$ cat config.mk
export PLATFORM = sky130hd
export DESIGN_NAME = bp_be_issue_queue
export DESIGN_NICKNAME = d
export VERILOG_FILES = /design/src/rtl/bp_be_pkg.sv /design/src/rtl/bp_be_isq_predecode.sv /design/src/rtl/bp_be_issue_queue.sv
export SDC_FILE = /design/constraint.sdc
export NUM_CORES = 1
export LEC_CHECK = 0
export ABC_CLOCK_PERIOD_IN_PS = 9200
export CORE_MARGIN = 2
export CORE_UTILIZATION = 50
export CTS_CLUSTER_SIZE = 8
export DETAILED_ROUTE_END_ITERATION = 7
export GPL_ROUTABILITY_DRIVEN = 0
export PLACE_DENSITY = 0.77
export SETUP_SLACK_MARGIN = 0.02
export SLEW_MARGIN = 20
export SYNTH_ARGS = -nofsm -noshare
export SYNTH_HDL_FRONTEND = slang
export SYNTH_SLANG_ARGS = --single-unit
$ cat constraint.sdc
create_clock -name clk_i -period 9.2 [get_ports clk_i]
set_input_delay 1.38 -clock clk_i [delete_from_list [all_inputs] [get_ports clk_i]]
set_output_delay 1.38 -clock clk_i [all_outputs]
set_load 0.02 [all_outputs]
$ cat src/rtl/bp_be_pkg.sv
// Package for the BE issue queue: pre-decoded status payload, RV64IMAFD
// opcode-class constants and the pre-decode function used on the head entry.
package bp_be_pkg;

    localparam int unsigned RegAddrW = 5;

    typedef struct packed {
        logic [RegAddrW-1:0] rs1_addr;
        logic [RegAddrW-1:0] rs2_addr;
        logic [RegAddrW-1:0] rs3_addr;
        logic [RegAddrW-1:0] rd_addr;
        logic                irs1_v;
        logic                irs2_v;
        logic                frs1_v;
        logic                frs2_v;
        logic                frs3_v;
        logic                iwb_v;
        logic                fwb_v;
        logic                mem_v;
        logic                fence_v;
        logic                csr_w_v;
        logic                long_v;
    } bp_be_isq_status_s;

    // Major opcodes, instr[6:0]
    localparam logic [6:0] OpLoad    = 7'b0000011;
    localparam logic [6:0] OpLoadFp  = 7'b0000111;
    localparam logic [6:0] OpMiscMem = 7'b0001111;
    localparam logic [6:0] OpOpImm   = 7'b0010011;
    localparam logic [6:0] OpAuipc   = 7'b0010111;
    localparam logic [6:0] OpOpImm32 = 7'b0011011;
    localparam logic [6:0] OpStore   = 7'b0100011;
    localparam logic [6:0] OpStoreFp = 7'b0100111;
    localparam logic [6:0] OpAmo     = 7'b0101111;
    localparam logic [6:0] OpOp      = 7'b0110011;
    localparam logic [6:0] OpLui     = 7'b0110111;
    localparam logic [6:0] OpOp32    = 7'b0111011;
    localparam logic [6:0] OpMadd    = 7'b1000011;
    localparam logic [6:0] OpMsub    = 7'b1000111;
    localparam logic [6:0] OpNmsub   = 7'b1001011;
    localparam logic [6:0] OpNmadd   = 7'b1001111;
    localparam logic [6:0] OpOpFp    = 7'b1010011;
    localparam logic [6:0] OpBranch  = 7'b1100011;
    localparam logic [6:0] OpJalr    = 7'b1100111;
    localparam logic [6:0] OpJal     = 7'b1101111;
    localparam logic [6:0] OpSystem  = 7'b1110011;

    // OP-FP funct5 sub-classes, instr[31:27]
    localparam logic [4:0] FpDiv    = 5'b00011;
    localparam logic [4:0] FpSqrt   = 5'b01011;
    localparam logic [4:0] FpCvtFF  = 5'b01000;
    localparam logic [4:0] FpCmp    = 5'b10100;
    localparam logic [4:0] FpCvtIF  = 5'b11000;
    localparam logic [4:0] FpCvtFI  = 5'b11010;
    localparam logic [4:0] FpMvXF   = 5'b11100;
    localparam logic [4:0] FpMvFX   = 5'b11110;

    function automatic bp_be_isq_status_s bp_be_isq_predecode(input logic [31:0] instr);
        bp_be_isq_status_s s;
        s          = '0;
        s.rs1_addr = instr[19:15];
        s.rs2_addr = instr[24:20];
        s.rs3_addr = instr[31:27];
        s.rd_addr  = instr[11:7];
        case (instr[6:0])
            OpLoad:              begin s.irs1_v = 1'b1; s.iwb_v = 1'b1; s.mem_v = 1'b1; end
            OpLoadFp:            begin s.irs1_v = 1'b1; s.fwb_v = 1'b1; s.mem_v = 1'b1; end
            OpStore:             begin s.irs1_v = 1'b1; s.irs2_v = 1'b1; s.mem_v = 1'b1; end
            OpStoreFp:           begin s.irs1_v = 1'b1; s.frs2_v = 1'b1; s.mem_v = 1'b1; end
            OpMiscMem:           s.fence_v = 1'b1;
            OpOpImm, OpOpImm32:  begin s.irs1_v = 1'b1; s.iwb_v = 1'b1; end
            OpAuipc, OpLui, OpJal: s.iwb_v = 1'b1;
            OpJalr:              begin s.irs1_v = 1'b1; s.iwb_v = 1'b1; end
            OpBranch:            begin s.irs1_v = 1'b1; s.irs2_v = 1'b1; end
            OpAmo:               begin s.irs1_v = 1'b1; s.irs2_v = 1'b1; s.iwb_v = 1'b1; s.mem_v = 1'b1; end
            OpOp, OpOp32: begin
                s.irs1_v = 1'b1; s.irs2_v = 1'b1; s.iwb_v = 1'b1;
                // M-extension mul/div is multi-cycle
                s.long_v = (instr[31:25] == 7'b0000001);
            end
            OpMadd, OpMsub, OpNmsub, OpNmadd: begin
                s.frs1_v = 1'b1; s.frs2_v = 1'b1; s.frs3_v = 1'b1;
                s.fwb_v  = 1'b1; s.long_v = 1'b1;
            end
            OpOpFp: begin
                case (instr[31:27])
                    FpCmp:            begin s.frs1_v = 1'b1; s.frs2_v = 1'b1; s.iwb_v = 1'b1; end
                    FpMvXF, FpCvtIF:  begin s.frs1_v = 1'b1; s.iwb_v = 1'b1; end
                    FpCvtFI, FpMvFX:  begin s.irs1_v = 1'b1; s.fwb_v = 1'b1; end
                    FpSqrt:           begin s.frs1_v = 1'b1; s.fwb_v = 1'b1; s.long_v = 1'b1; end
                    FpCvtFF:          begin s.frs1_v = 1'b1; s.fwb_v = 1'b1; end
                    FpDiv:            begin s.frs1_v = 1'b1; s.frs2_v = 1'b1; s.fwb_v = 1'b1; s.long_v = 1'b1; end
                    default:          begin s.frs1_v = 1'b1; s.frs2_v = 1'b1; s.fwb_v = 1'b1; end
                endcase
            end
            OpSystem: begin
                if (instr[14:12] != 3'b000) begin
                    s.iwb_v   = 1'b1;
                    s.irs1_v  = ~instr[14];
                    // CSRRW/I always write; CSRRS/C only with a non-zero source
                    s.csr_w_v = (instr[13:12] == 2'b01) | (instr[19:15] != 5'd0);
                end
            end
            default: s = s;
        endcase
        return s;
    endfunction

endpackage

$ cat src/rtl/bp_be_isq_predecode.sv
// Combinational pre-decode of the head instruction into register-use status.
// Ports: v_i (head valid), instr_i (head instruction), status_o (zero when !v_i).
module bp_be_isq_predecode
    import bp_be_pkg::*;
(
    input  logic              v_i,
    input  logic [31:0]       instr_i,
    output bp_be_isq_status_s status_o
);

    always_comb begin
        status_o = '0;
        if (v_i) status_o = bp_be_pkg::bp_be_isq_predecode(instr_i);
    end

endmodule

$ cat src/rtl/bp_be_issue_queue.sv
// Circular issue buffer between the FE queue and the BE hazard detector.
// Keeps dispatched-but-uncommitted entries so the stream can be rolled back.
// Optional macro BP_BE_ISQ_BYPASS_EN: enqueue into an empty queue drives the
// issue outputs in the same cycle.
// Ports: clk_i, reset_n_i (sync, active-low); enq_v_i/enq_pc_i/enq_instr_i,
// enq_ready_o; issue_v_o/issue_pc_o/issue_instr_o, isd_status_o;
// dispatch_v_i, cmt_v_i, roll_v_i, clr_v_i; empty_o.
module bp_be_issue_queue
    import bp_be_pkg::*;
#(
    parameter int unsigned els_p         = 16,
    parameter int unsigned vaddr_width_p = 39,
    parameter int unsigned instr_width_p = 32
) (
    input  logic                     clk_i,
    input  logic                     reset_n_i,
    input  logic                     enq_v_i,
    input  logic [vaddr_width_p-1:0] enq_pc_i,
    input  logic [instr_width_p-1:0] enq_instr_i,
    output logic                     enq_ready_o,
    output logic                     issue_v_o,
    output logic [vaddr_width_p-1:0] issue_pc_o,
    output logic [instr_width_p-1:0] issue_instr_o,
    output bp_be_isq_status_s        isd_status_o,
    input  logic                     dispatch_v_i,
    input  logic                     cmt_v_i,
    input  logic                     roll_v_i,
    input  logic                     clr_v_i,
    output logic                     empty_o
);

    localparam int unsigned IdxW   = $clog2(els_p);
    localparam int unsigned PtrW   = IdxW + 1;
    localparam int unsigned EntryW = vaddr_width_p + instr_width_p;

    logic [PtrW-1:0]   wptr_q, rptr_q, cptr_q;
    logic [PtrW-1:0]   wptr_d, rptr_d, cptr_d, cptr_nxt;
    logic [EntryW-1:0] mem_q [els_p];
    logic [EntryW-1:0] head_entry;
    logic              head_v, enq_ok, disp_ok, cmt_ok;

    // Flags depend on pointer state only
    assign enq_ready_o = (wptr_q - cptr_q) != PtrW'(els_p);
    assign empty_o     = (wptr_q == cptr_q);
    assign head_v      = (rptr_q != wptr_q);
    assign head_entry  = mem_q[rptr_q[IdxW-1:0]];

`ifdef BP_BE_ISQ_BYPASS_EN
    logic byp;
    assign byp       = empty_o & enq_v_i & ~clr_v_i & ~roll_v_i;
    assign issue_v_o = head_v | byp;
    assign {issue_pc_o, issue_instr_o} = byp ? {enq_pc_i, enq_instr_i} : head_entry;
`else
    assign issue_v_o = head_v;
    assign {issue_pc_o, issue_instr_o} = head_entry;
`endif

    assign enq_ok  = enq_v_i & enq_ready_o & ~clr_v_i;
    assign disp_ok = dispatch_v_i & issue_v_o;
    assign cmt_ok  = cmt_v_i & (rptr_q != cptr_q);

    // Pointer next-state: clr > roll > {enq, dispatch, commit}
    always_comb begin
        cptr_nxt = cptr_q + PtrW'(cmt_ok);
        wptr_d   = wptr_q;
        rptr_d   = rptr_q;
        cptr_d   = cptr_nxt;
        if (clr_v_i) begin
            wptr_d = cptr_nxt;
            rptr_d = cptr_nxt;
        end else begin
            wptr_d = wptr_q + PtrW'(enq_ok);
            rptr_d = roll_v_i ? cptr_nxt : rptr_q + PtrW'(disp_ok);
        end
    end

    always_ff @(posedge clk_i) begin
        if (!reset_n_i) begin
            wptr_q <= '0;
            rptr_q <= '0;
            cptr_q <= '0;
        end else begin
            wptr_q <= wptr_d;
            rptr_q <= rptr_d;
            cptr_q <= cptr_d;
        end
    end

    // Storage: synchronous write, asynchronous read, no reset
    always_ff @(posedge clk_i) begin
        if (enq_ok) mem_q[wptr_q[IdxW-1:0]] <= {enq_pc_i, enq_instr_i};
    end

    bp_be_isq_predecode u_predecode (
        .v_i      (issue_v_o),
        .instr_i  (issue_instr_o),
        .status_o (isd_status_o)
    );

    // Protocol checks on the detector/commit interface
    assert property (@(posedge clk_i) disable iff (!reset_n_i) dispatch_v_i |-> issue_v_o);
    assert property (@(posedge clk_i) disable iff (!reset_n_i) cmt_v_i |-> (rptr_q != cptr_q));

endmodule

* Yosys cells after proc, flatten, opt, wreduce, memory -nomap -nowiden
Memories as Yosys holds them, arrays and structs flattened. A register that Yosys moved wholly into a read port is not among the register bits.
Index checks and enable logic that the tools add are counted.
** Word-level totals
- Flip-flop bits (word level) :: 15
- Memory bits (writable) :: 1136
- Bits of input ports :: 78
- Output and inout bits :: 105
- Logic and storage cells :: 91
- Memories :: 1
** Operators by class
- $add $sub $neg :: 4
- Equality and inequality tests :: 35
- Muxes and demuxes :: 27
- Bitwise operators :: 7
- Reduce and logical (&&, ||, !) cells :: 14
** Memory list
- mem_q :: words 16, width 71, rd ports 1, clocked after memory_dff 1, write ports 1, RTL line bp_be_issue_queue.sv:38 : logic [EntryW-1:0] mem_q [els_p];
** Operator list (number)
- $eq 7x7->1 const B :: 9
- $eq 7x6->1 const B :: 6
- $mux 31 :: 1
- $eq 5x5->1 const B :: 5
- $eq 7x5->1 const B :: 3
- $reduce_or 5->1 :: 4
- $mux 1 :: 16
- $add 5x1->5 :: 3
- $mux 5 :: 3
- $reduce_or 11->1 :: 1
- $eq 5x4->1 const B :: 2
- $ne 5x5->1 :: 2
- $reduce_or 10->1 :: 1
- $pmux 1 s3 :: 3
- $eq 7x1->1 const B :: 1
- $eq 7x2->1 const B :: 1
- $eq 7x3->1 const B :: 1
- $eq 7x4->1 const B :: 1
- $pmux 1 s2 :: 3
- $reduce_or 2->1 :: 3
- $reduce_or 6->1 :: 1
- $eq 5x2->1 const B :: 1
- $eq 5x5->1 :: 1
- $ne 5x5->1 const B :: 1
- 10 further kinds :: 14

* Longest topological paths before layout
Gate-level depths: netlist of run 1.
- Depth in word-level cells :: 6
- Depth in mapped cells :: 16
- Gate-level depth less buffers :: 13

* Hierarchy
From an unflattened synthesis of run 1, not the netlist that was laid out.
** Unflattened totals
- Cell total of the unflattened synthesis :: 1811
- Area, all modules :: 44295.0 um2
** By module, submodules not included
- bp_be_issue_queue :: instances 1, cells each 1717, area each 43725.7 um2, sequential area each 34413.0 um2
- bp_be_isq_predecode :: instances 1, cells each 94, area each 569.3 um2, sequential area each 0.0 um2

* Worst setup path after synthesis of run 1
OpenSTA, ideal clock, no wires.
- Path type :: flip-flop to flip-flop
- Start :: register cptr_q[1]
- End :: memory mem_q[1][0] in the netlist's numbering (enable)
- Setup time :: 0.587 ns
- Arrival time :: 6.952 ns
- Required time :: 8.613 ns
- Path slack :: 1.661 ns
- Stages on the path, launching flop included :: 10
- Path buffers :: 0
- Clock period less this slack :: 7.539 ns
- Cells stage by stage :: dfxtp_1 inv_1 ha_1 nor2b_1 o21a_1 o21ai_0 a21boi_0 o2111ai_1 nand4b_1 nor3_1
** Between the ends
- Cells in the longest elaborated chain, start to end :: 6
** Ends and longest elaborated chain
- from (decl) :: RTL line bp_be_issue_queue.sv:36 : logic [PtrW-1:0] wptr_q, rptr_q, cptr_q;
- from (signal assigned) :: RTL line bp_be_issue_queue.sv:85 : cptr_q <= cptr_d;
- $sub 5x5->5 :: RTL line bp_be_issue_queue.sv:43 : assign enq_ready_o = (wptr_q - cptr_q) != PtrW'(els_p);
- $ne 5x5->1 :: RTL line bp_be_issue_queue.sv:43
- named net enq_ready_o :: RTL line bp_be_issue_queue.sv:20 : output logic enq_ready_o,
- $and 1x1->1 (2 in a row) :: RTL line bp_be_issue_queue.sv:58 : assign enq_ok = enq_v_i & enq_ready_o & ~clr_v_i;
- $mux 1 :: RTL line bp_be_issue_queue.sv:91 : if (enq_ok) mem_q[wptr_q[IdxW-1:0]] <= {enq_pc_i, enq_instr_i};
- $mux 1 (not written as such) :: RTL line bp_be_issue_queue.sv:91
- to (decl) :: RTL line bp_be_issue_queue.sv:38
The timed path passes the listed nets, and every way through them passes these cells.

==> results.py, run 1 <==
metrics = {
    "outcome": {
        "status": "finished clean",
    },
    "synthesis": {
        "yosys_warnings": 0,
        "syn-instance-count": 1843,
        "synth_compound_gate_area_share_pct": 0.770,
        "synth_xor_area_share_pct": 0.414,
        "muxShareOfSynthArea_pct": 17.9,
        "postSynthAreaPerCell_um2": 24.1,
        "synth.distinct_cells": 57,
        "syn_nets": 1931,
        "syn_area_um2": 44400,
        "synth_top_family_by_area": "multiplexers",
        "synth_edf_count": 1136,
        "yosys_most_used_dff": "edfxtp_1",
        "synth_seq_cells": 1151,
        "synthAdderAreaFrac_pct": 0.305,
        "ys_seq_area_share_pct": 77.6,
        "synthSimpleGateAreaFrac_pct": 1.68,
        "async_reset_ff_share_pct": 0,
    },
    "timing": {
        "fmax_ghz": 0.152,
        "rsz0062_at_grt": "no",
        "skew_ps": 18.6,
        "tns_ps": 0,
        "fin_crit_sh_pct": 71.4,
        "slew_violations": 0,
        "worstMarginPinSlew_ps": 1050,
        "finalHoldViolations": 0,
        "period_needed_ps": 6570,
        "slew_headroom_pct": 30.2,
        "finalSetupViolations": 0,
    },
    "finish": {
        "area_delta_synth_final_pct": 17.0,
        "final_cell_area_um2": 51900,
        "final_nets": 2231,
        "layout-drive-gt1-share_pct": 27.8,
    },
    "worst_setup_path": {
        "cp-end-kind": "output port",
        "path_max_fanout": 62,
        "required_ps": 7820,
        "cp.arrival_ps": 5190,
        "critPathLaunchType": "flip-flop",
        "worst-r2r-cell-count": 9,
        "criticalPathCategory": "reg -> out",
    },
    "clocking": {
        "cts_made_buffers": 162,
        "clk_latency_ps": 740,
        "clk_pin_slew_ps": 50,
        "cts.sinks": 1151,
        "cts_buffer_depth": 3,
        "ctsResizeCount": 0,
        "root_buffer": "clkbuf_16",
        "cts_post_setup_buffers_inserted": 0,
        "cts.htree.levels": 4,
        "cts_tree": "yes",
        "hold_buffers": 0,
    },
    "power": {
        "total_power_w": 0.0139,
        "ir_drop_uv": 200,
        "power_density_nw_per_um2": 268,
        "leakage_nw": 15.9,
    },
    "detailed_routing": {
        "wl_per_cell_um": 30.5,
        "vias": 20877,
        "drtIter0Drc": 2435,
        "drc_errors": 0,
        "first_pass_iters": 7,
        "wl_mm": 102,
        "postRouteAntennaNets": 0,
        "viasPerCell": 6.26,
    },
    "global_route": {
        "grt_pass1_wl_mm": 149,
        "busiest_layer": "met2",
        "overflow": 0,
        "grt_use_met2_pct": 38.5,
        "grtUsageMet3_pct": 4.21,
        "grt_pass1_vias": 22246,
        "grt_max_degree": 136,
        "grtUsageTotal_pct": 22.9,
        "use_met1_pct": 30.8,
        "grt_antenna_before_repair": 7,
    },
    "die": {
        "fp-row-count": 109,
        "ios": 183,
        "die_w_um": 302,
        "core_area_um2": 88100,
        "fp.dieArea_um2": 91100,
        "fp.dieH_um": 302,
        "initial_utilization_pct": 50.4,
    },
    "placement": {
        "hpwl_mm": 49.4,
        "placed_area_um2": 47600,
        "port_buffers": 182,
    },
    "worst_hold_path": {
        "min_path_cells": 2,
        "hold_class": "reg -> reg",
    },
    "flow_run": {
        "max_cap_viol_count": 0,
    },
}
cells in the final DEF (no fill, tap or decap), drive strengths merged, types with 12 or more instances in the layout:
master,instances
inv,20
nor2,28
and2,24
edfxtp,1136
dfxtp,15
mux2i,22
nand2,20
buf,44
mux4,340
o21ai,12
clkbuf,172
clkdlybuf4s50,182
nor3,16
area by class of cell:
| type | instances | area, um2 |
|---|---|---|
| antenna | 5 | 12.5 |
| clock buffer | 172 | 4090 |
| clock inverter | 16 | 248 |
| fill | 6008 | 36200 |
| inverter | 11 | 41.3 |
| multi-input combinational | 591 | 9480 |
| sequential | 1151 | 34400 |
| tap | 1165 | 1460 |
| timing repair buffer | 226 | 2180 |
sequential cells by signal (all words and copies together), names as in the netlist:
name	count
cptr_q	5
mem_q	1136
rptr_q	5
wptr_q	5
cells in the mapped netlist, types with 10 or more instances:
library cell | count | area [um2]
edfxtp_1 | 1136 | 34100
mux4_2 | 339 | 7630
buf_2 | 48 | 240
nor2_1 | 28 | 105
and2_1 | 23 | 144
mux2i_1 | 22 | 220
nand2_1 | 19 | 71.3
nor3_1 | 16 | 80.1
dfxtp_1 | 15 | 300
clkbuf_1 | 12 | 45.0
o21ai_0 | 12 | 60.1
nand3_1 | 11 | 55.1
xnor2_1 | 11 | 96.3
buf_4 | 10 | 75.1
buf_6 | 10 | 113
ha_1 | 10 | 125
xor2_1 | 10 | 87.6
logic make-up after synthesis:
group | count (synthesis)
flip-flops | 1151
multiplexers | 369
AND/OR/NAND/NOR | 139
buffers and inverters | 101
AO/OA/AOI/OAI | 51
XOR/XNOR | 21
adder cells (fa/ha/maj) | 11
final timing paths:
kind / start / end / slack [ps]
worst max-delay path: rptr_q[1] / isd_status_o[1] / 2630
worst min-delay path: cptr_q[4] / cptr_q[4] / 660
worst max register to register: wptr_q[2] / mem_q[13][25] / 4460
worst min register to register: cptr_q[4] / cptr_q[4] / 660
worst max-delay path, cell delays in order (launching register included):
cell	delay, ps
dfxtp_4	680
buf_4	780
buf_4	850
mux4_2	410
mux4_2	600
nor3_1	240
nand2_1	80
and3_1	190
clkdlybuf4s50_1	540
routing by layer:
layer | share of wire (%) | vias up
li1 | - | 8480
met5 | 0.055 | -
met1 | 38 | 11205
met2 | 52 | 988
met3 | 7.6 | 194
met4 | 2.4 | 10
power breakdown:
group	leakage, nW	internal [W]	total [W]	switching [W]
Combinational	3.42	0.00137	0.00274	0.00137
Clock	2.12	0.00313	0.00519	0.00206
Sequential	10.4	0.00589	0.00598	0.0000886
per-stage QoR:
step / util, % / setup WS [ps] / std cells / hold slack [ps]
finish: 58.9 / 2630 / 3337 / 656
global route: 58.9 / 2380 / 3333 / 724
CTS: 58.9 / 2580 / 3332 / 658
detailed placement: 54.0 / 3350 / 3144 / 644
global placement: 54.0 / 3310 / 3144 / 620
floorplan: - / 1660 / 1843 / 589
Note: power is estimated with default switching activity, not from simulation.
==> run 2, diff against run 1 <==
--- a/config.mk
+++ b/config.mk
@@ -5,7 +5,7 @@
 export SDC_FILE = /design/constraint.sdc
 export NUM_CORES = 1
 export LEC_CHECK = 0
-export ABC_CLOCK_PERIOD_IN_PS = 9200
+export ABC_CLOCK_PERIOD_IN_PS = 6600
 export CORE_MARGIN = 2
 export CORE_UTILIZATION = 50
 export CTS_CLUSTER_SIZE = 8
==> constraint.sdc (replaced) <==
create_clock -name clk_i -period 6.6 [get_ports clk_i]
set_input_delay 0.99 -clock clk_i [delete_from_list [all_inputs] [get_ports clk_i]]
set_output_delay 0.99 -clock clk_i [all_outputs]
set_load 0.02 [all_outputs]
==> run 2 against run 1 <==
  * Sequential cell count unchanged
  * Wire length down 0.78%
  * Non-clock buffer count rose by 8
  * First-iteration DRC count rose by 8.3%
  * Count of clock-buffer cells in the layout down 3
  * Die area is the same
  * Sequential share of layout area decreased by 0.43 points
  * Power increased by 40%
  * Clock power is 39% higher
==> results.py, run 2 (synthesis gave the netlist of run 1 again) <==
metrics = {
    "detailed_routing": {
        "drc_errors": 0,
        "postRouteAntennaNets": 0,
        "viasPerCell": 6.20,
        "vias": 20710,
        "wl_per_cell_um": 30.2,
        "first_pass_iters": 7,
        "wl_mm": 101,
        "drtIter0Drc": 2638,
    },
    "die": {
        "fp.dieH_um": 302,
        "core_area_um2": 88100,
        "fp.dieArea_um2": 91100,
        "ios": 183,
        "fp-row-count": 109,
        "initial_utilization_pct": 50.4,
        "die_w_um": 302,
    },
    "global_route": {
        "grt_pass1_vias": 22231,
        "overflow": 0,
        "grtUsageTotal_pct": 22.7,
        "grt_antenna_before_repair": 11,
        "grt_max_degree": 101,
        "grt_pass1_wl_mm": 148,
    },
    "worst_hold_path": {
        "hold_class": "reg -> reg",
    },
    "clocking": {
        "cts.htree.levels": 4,
        "root_buffer": "clkbuf_16",
        "cts_buffer_depth": 3,
        "hold_buffers": 0,
        "clk_pin_slew_ps": 50,
        "cts_post_setup_buffers_inserted": 0,
        "ctsResizeCount": 0,
        "cts.sinks": 1151,
        "cts_made_buffers": 162,
        "cts_tree": "yes",
        "clk_latency_ps": 730,
    },
    "worst_setup_path": {
        "required_ps": 5610,
        "path_max_fanout": 57,
        "criticalPathCategory": "reg -> out",
        "critPathLaunchType": "flip-flop",
        "cp.arrival_ps": 4490,
        "cp-end-kind": "output port",
    },
    "timing": {
        "worstMarginPinSlew_ps": 1100,
        "rsz0062_at_grt": "no",
        "finalHoldViolations": 0,
        "fmax_ghz": 0.182,
        "tns_ps": 0,
        "skew_ps": 22.9,
        "slew_violations": 0,
        "slew_headroom_pct": 26.4,
        "finalSetupViolations": 0,
        "period_needed_ps": 5480,
        "fin_crit_sh_pct": 83.1,
    },
    "power": {
        "ir_drop_uv": 252,
        "leakage_nw": 16.0,
        "power.share.switching_pct": 25.3,
        "seqPwrFrac_pct": 43.0,
        "power_density_nw_per_um2": 372,
        "power.internal_w": 0.0145,
        "power_frac_comb_pct": 19.7,
        "switching_power_w": 0.00491,
        "p_clk_share_pct": 37.3,
    },
    "finish": {
        "num-fill-cells": 5883,
        "area_delta_synth_final_pct": 17.8,
        "largest_reg_flops": 1136,
        "final_common_cell": "edfxtp_1",
        "instances_no_fill": 3341,
        "final_cell_mix": "edfxtp_1 (1,136), mux4_2 (339), clkdlybuf4s50_1 (182)",
        "final_nets": 2239,
        "layout-drive-gt1-share_pct": 28.2,
    },
    "placement": {
        "hpwl_mm": 50.4,
        "dp_cells": 3151,
        "port_buffers": 182,
    },
    "outcome": {
        "status": "finished clean",
    },
    "flow_run": {
        "max_cap_viol_count": 0,
    },
}
## run 2: cell count changes in the layout (fill, tap and decap cells not counted), moves of 3 or more
cell       change
buf_12        +12
buf_4          -8
buf_16         +3
clkinv_16      +3
nor3_4         +4
nor3_2         -4
clkbuf_1       -5
## run 2: worst paths after layout
check	from	end	slack (ps)	depth (start not counted)
max reg2reg	wptr_q[2]	mem_q[12][4]	2100	8
min	cptr_q[4]	cptr_q[4]	650	2
max	rptr_q[0]	isd_status_o[1]	1120	8
min reg2reg	cptr_q[4]	cptr_q[4]	650	2
## run 2: stage by stage
stage               hold WS [ps]  worst slack, ps  util (%)  area [um2]  power (W)
floorplan                    589              964         -       44400     0.0111
global route                 704              808      59.3       52300     0.0201
detailed placement           641             1950      54.3       47900     0.0123
global placement             626             1960      54.2       47800     0.0122
CTS                          654             1120      59.3       52200     0.0196
finish                       652             1120      59.3       52300     0.0194
## run 2: power groups by stage
stage,sequential [W],combinational [W],clock (W)
floorplan,0.00838,0.00267,0
global placement,0.00848,0.00376,0
detailed placement,0.00850,0.00384,0
CTS,0.00837,0.00387,0.00736
global route,0.00838,0.00407,0.00764
finish,0.00837,0.00383,0.00724
## run 2: critical path, cell delays in order (launching register included)
cell,delay (ps)
dfxtp_4,900
buf_12,480
mux2i_1,180
mux2_2,400
inv_2,120
o211ai_1,140
nor3_1,500
and3_1,270
clkdlybuf4s50_1,610
## run 2: layout make-up
cell class	count	area, um2	share of cell area (%)
antenna	6	15.0	0.0287
sequential	1151	34400	65.9
multi-input combinational	591	9510	18.2
clock inverter	14	256	0.491
inverter	11	41.3	0.0790
clock buffer	169	4110	7.86
tap	1165	1460	2.79
timing repair buffer	234	2460	4.71
## run 2: per-layer routing
metal	global-route usage [%]	routed length, um
met3	5.06	8370
met1	29.7	37200
met4	8.11	2610
met5	0	50
met2	37.8	52600
